$ cat config.mk
export PLATFORM = sky130hd
export DESIGN_NAME = seg7_scan_ctrl
export DESIGN_NICKNAME = d
export VERILOG_FILES = /design/src/rtl/seg7_scan_ctrl.sv
export SDC_FILE = /design/constraint.sdc
export NUM_CORES = 1
export LEC_CHECK = 0
export CAP_MARGIN = 20
export CORE_MARGIN = 8
export CORE_UTILIZATION = 40
export CTS_CLUSTER_DIAMETER = 150
export DETAILED_ROUTE_END_ITERATION = 10
export GPL_TIMING_DRIVEN = 0
export PLACE_DENSITY = 0.62
export SLEW_MARGIN = 10
export SYNTH_ARGS = -nofsm -noshare
export SYNTH_HDL_FRONTEND = slang
export SYNTH_SLANG_ARGS = --single-unit
$ cat constraint.sdc
create_clock -name clk -period 2.4 [get_ports clk]
set_input_delay 0.24 -clock clk [delete_from_list [all_inputs] [get_ports clk]]
set_output_delay 0.24 -clock clk [all_outputs]
set_load 0.02 [all_outputs]
$ cat src/rtl/seg7_scan_ctrl.sv
// Scan controller for a multi-digit common-anode 7-segment display.
// One nibble is presented per slot to a shared hex decoder. Each slot
// starts with a short dark window to stop ghosting between digits.
// New values are double-buffered and only swapped in at a frame boundary.
module seg7_scan_ctrl #(
    parameter int DIGITS = 4,
    parameter int DIV    = 50000,
    parameter int BLANK  = 2
) (
    input  logic                  clk,
    input  logic                  rst,
    input  logic                  load,
    input  logic [4*DIGITS-1:0]   value,
    input  logic [DIGITS-1:0]     dp_in,
    input  logic                  lz_en,
    output logic [3:0]            nib,
    output logic                  seg_blank,
    output logic [DIGITS-1:0]     an_n,
    output logic                  dp_n,
    output logic                  frame_tick
);

    localparam int IDX_W = $clog2(DIGITS);
    localparam int CNT_W = $clog2(DIV);
    localparam logic [IDX_W-1:0] IDX_LAST  = IDX_W'(DIGITS - 1);
    localparam logic [CNT_W-1:0] CNT_LAST  = CNT_W'(DIV - 1);
    localparam logic [CNT_W-1:0] CNT_BLANK = CNT_W'(BLANK);

    typedef enum logic {
        PH_DARK,
        PH_SHOW
    } phase_t;

    logic [CNT_W-1:0]    cnt;
    logic [IDX_W-1:0]    idx;
    logic [4*DIGITS-1:0] active;
    logic [DIGITS-1:0]   dp_active;
    logic [4*DIGITS-1:0] shadow;
    logic [DIGITS-1:0]   dp_shadow;
    logic                pending;

    logic                wrap;
    phase_t              phase;
    logic [DIGITS-1:0]   suppress;
    logic                all_zero;
    logic [3:0]          cur_nib;
    logic                cur_dp;
    logic                cur_sup;

    assign wrap = (cnt == CNT_LAST) && (idx == IDX_LAST);

    // The first BLANK cycles of every slot are dark, the rest may light the digit
    always_comb begin
        phase = (cnt < CNT_BLANK) ? PH_DARK : PH_SHOW;
    end

    // A digit is suppressed when it and every digit to its left are zero (never digit 0)
    always_comb begin
        suppress = '0;
        all_zero = 1'b1;
        for (int i = DIGITS - 1; i >= 1; i--) begin
            all_zero    = all_zero && (active[4*i +: 4] == 4'd0);
            suppress[i] = lz_en && all_zero;
        end
    end

    // Select the nibble, decimal point and suppression flag of the digit being scanned
    always_comb begin
        cur_nib = 4'd0;
        cur_dp  = 1'b0;
        cur_sup = 1'b0;
        for (int i = 0; i < DIGITS; i++) begin
            if (idx == IDX_W'(i)) begin
                cur_nib = active[4*i +: 4];
                cur_dp  = dp_active[i];
                cur_sup = suppress[i];
            end
        end
    end

    // Free-running slot counter and digit index; the index wraps to start a new frame
    always_ff @(posedge clk or posedge rst) begin
        if (rst) begin
            cnt <= '0;
            idx <= '0;
        end else if (cnt == CNT_LAST) begin
            cnt <= '0;
            idx <= (idx == IDX_LAST) ? '0 : idx + 1'b1;
        end else begin
            cnt <= cnt + 1'b1;
        end
    end

    // Double buffer: loads land in the shadow and move to active only on a frame wrap,
    // except a load on the wrap cycle itself, which goes straight to active
    always_ff @(posedge clk or posedge rst) begin
        if (rst) begin
            active    <= '0;
            dp_active <= '0;
            shadow    <= '0;
            dp_shadow <= '0;
            pending   <= 1'b0;
        end else if (load && wrap) begin
            active    <= value;
            dp_active <= dp_in;
            pending   <= 1'b0;
        end else if (load) begin
            shadow    <= value;
            dp_shadow <= dp_in;
            pending   <= 1'b1;
        end else if (wrap && pending) begin
            active    <= shadow;
            dp_active <= dp_shadow;
            pending   <= 1'b0;
        end
    end

    // Registered display outputs derived from this cycle's slot position and active data
    always_ff @(posedge clk or posedge rst) begin
        if (rst) begin
            nib        <= 4'd0;
            seg_blank  <= 1'b1;
            an_n       <= '1;
            dp_n       <= 1'b1;
            frame_tick <= 1'b0;
        end else begin
            nib        <= cur_nib;
            frame_tick <= wrap;
            if (phase == PH_SHOW && !cur_sup) begin
                an_n      <= ~(DIGITS'(1) << idx);
                seg_blank <= 1'b0;
                dp_n      <= ~cur_dp;
            end else begin
                an_n      <= '1;
                seg_blank <= 1'b1;
                dp_n      <= 1'b1;
            end
        end
    end

endmodule

==> results.cfg <==
[timing]
fin_skew_ns = 0.0134
layout_min_cycle_time_ns = 2.20
tightest_slew_ns = 0.718
slew_headroom = 0.521
clock.fmax_mhz = 455
finalCritPeriodShare = 0.915
timing.final.hold_violations = 0
grt_setup_unrepaired = no
finalMaxSlewViolations = 0
setup_viol = 0
hold_slack_ns = 0.267

[worst_setup_path]
rr_worst_depth = 6
rrSetupSlack_ns = 0.20
r2r_start = cnt[10]$_DFF_PP0_
worstSetupPathType = flop to flop
start_kind = flop
crit_path_end_kind = flop
critPathMaxStageDelay_ns = 0.57
cp_slowest_cell = or4_4
cp.required_ns = 2.62
reg2reg_to = dp_shadow[2]$_DFFE_PP0P_
path_cells = or4_4 > nor2_4 > and4_1 > nand2b_1 > buf_6 > mux2_2
path_max_fanout = 10
cp.arrival_ns = 2.42

[finish]
diodes = 0
nFillCells = 748
drive_gt1_frac = 0.169
area_growth_pct = 20.0
regArea_sq_um = 1760
multi_input_area_sq_um = 1470
num-nets-final = 362
stdcell_count = 443

[cts]
clkTransAtPathRegs_ns = 0.07
root_buffer = clkbuf_8
numCtsBuffers = 9
cts_resized = 0
clock-sinks = 70
cts_tree = done
htreeDepth = 3
cts_setup_buffers = 0
insertion_delay_ns = 0.35
cts_hold_buf = 0
clk_path_buf_depth = 2

[power]
peakVddDrop_mv = 0.256
powerDensity_nw_per_um2 = 579
finalPower_uw = 2330
p_leak_uw = 0.00182

[detailed_routing]
postRouteAntennaNets = 0
avgViaCountPerCell = 5.03
drc = 0
drt_wl_total_microns = 6530
dr.first_iter.drc_count = 47
wire_per_inst_microns = 14.7
num_vias = 2227
drt-pass1-iter-count = 4

[die]
die_x_microns = 108
die_y_microns = 108
start_util = 0.410
die_area_sq_um = 11600
rows = 33
core_area_sq_um = 8180
io_pins = 35

[placed_design]
hpwl_microns = 4820
dpl.cell_count = 427
io_buffers = 33
gp_congestion = 0.803

[run_status]
status = completed

[global_route]
grt_pass1_wl_microns = 11200
antenna_found_initial = 0
gr-total-overflow = 0
grt_util_all_layers = 0.122
grt_pass1_vias = 2319
grt_max_degree = 37

[synthesis]
synth_nets = 317
yosysWarnings = 0
synth-seq-cells = 70
synth.distinct_cells = 38
seq_area_frac_synth = 0.524
synth_area_sq_um = 3350
avgSynthCellArea_sq_um = 11.6
syn_inst = 288

[run]
cap_viol_max_count = 0

[worst_hold_path]
min_path_type = input port to asynchronous set/reset pin
==> cell usage in the layout (no fill, tap or decap), types with 3 or more instances in the layout <==
master and n:
dfrtp_1 64, clkdlybuf4s50_1 33, nand2_1 21, nand2b_1 20, mux2i_1 19, mux2_2 18, clkbuf_1 14, nor2_1 13
nand3_1 11, o21ai_0 11, a21oi_1 11, a2bb2oi_2 10, xor2_1 10, clkbuf_8 10, a2bb2oi_1 8, and3_1 6
nor4_1 6, dfstp_2 6, inv_1 5, nand3b_1 5, ha_1 5, and4_1 3, buf_6 3
==> cell usage after synthesis, drive strengths merged <==
cell type,count,share of area
o21a,1,0.0022
nand2b,20,0.037
nor3,1,0.0015
mux2,20,0.067
dfrtp,64,0.48
nand3,11,0.016
buf,6,0.018
or2,1,0.0019
nand4b,1,0.0026
a2bb2oi,18,0.066
and2,1,0.0019
nor2,14,0.018
dfstp,6,0.047
or4,1,0.0034
and4,3,0.0078
or3,2,0.0037
o21ai,11,0.016
a32oi,2,0.0052
xnor2,2,0.0052
nand3b,5,0.011
xor2,10,0.026
mux2i,19,0.057
nor2b,2,0.0037
nor4,6,0.011
a21o,1,0.0022
and3,6,0.011
and2b,1,0.0022
nand2,21,0.024
ha,5,0.019
clkbuf,10,0.011
a21oi,11,0.016
inv,6,0.0067
==> metal layers <==
metal | wire [microns] | global-route usage | vias up
met2 | 2920 | 0.186 | 39
met1 | 3210 | 0.155 | 1071
li1 | - | - | 1106
met4 | 120 | 0.0634 | 0
met3 | 277 | 0.0299 | 11
met5 | 0 | 0 | -
==> worst max-delay path: cells and delay by family (launching register included) <==
| family | cells | cell delay, ns |
|---|---|---|
| and+or+nand+nor | 4 | 1.13 |
| DFF | 1 | 0.42 |
| muxes | 1 | 0.34 |
| buffers and inverters | 1 | 0.17 |
==> cell type report <==
type	instances	area share
buffer	16	0.0245
inverter	6	0.00622
clock inverter	2	0.00870
clock buffer	14	0.0379
multi-input combinational	196	0.366
sequential	70	0.437
tap	105	0.0326
timing repair buffer	34	0.0870
==> report_power, final <==
part,internal [uW],switching [uW],total [uW],leakage [uW]
registers,1210,13.6,1230,0.000887
clock network,509,415,924,0.0000947
logic,100,79.2,180,0.000841
==> worst max path at each step <==
stage	from	endpoint	cells after the start
after floorplan	rst	active[0]$_DFFE_PP0P_	1
after global placement	rst	shadow[4]$_DFFE_PP0P_	2
after detailed placement	cnt[10]$_DFF_PP0_	shadow[15]$_DFFE_PP0P_	6
after CTS	cnt[10]$_DFF_PP0_	shadow[15]$_DFFE_PP0P_	6
after global routing	cnt[10]$_DFF_PP0_	dp_shadow[2]$_DFFE_PP0P_	6
final	cnt[10]$_DFF_PP0_	dp_shadow[2]$_DFFE_PP0P_	6
==> sequential cells by signal, indices dropped and copies added (netlist names) <==
name and flops:
cnt 16, frame_tick 1, an_n 4, seg_blank 1
dp_n 1, active 16, dp_shadow 4, dp_active 4
shadow 16, pending 1, nib 4, idx 2
==> through the flow <==
| stage | area [sq um] | setup WS [ns] | TNS [ns] | utilization |
|---|---|---|---|---|
| finish | 4030 | 0.203 | 0 | 0.493 |
| global route | 4030 | 0.0492 | 0 | 0.493 |
| CTS | 4030 | 0.184 | 0 | 0.493 |
| detailed placement | 3840 | 0.203 | 0 | 0.470 |
| global placement | 3820 | -0.851 | -55.24 | 0.467 |
| floorplan | 3350 | 0.402 | 0 | - |
==> cells by family after synthesis <==
logic type	synth area share
AND/OR/NAND/NOR	0.157
flip-flops	0.524
XOR/XNOR	0.0313
buffers and inverters	0.0362
AO/OA/AOI/OAI	0.108
adder cells (fa/ha/maj)	0.0186
multiplexers	0.124
No activity file was read; power rests on OpenSTA's default activity.
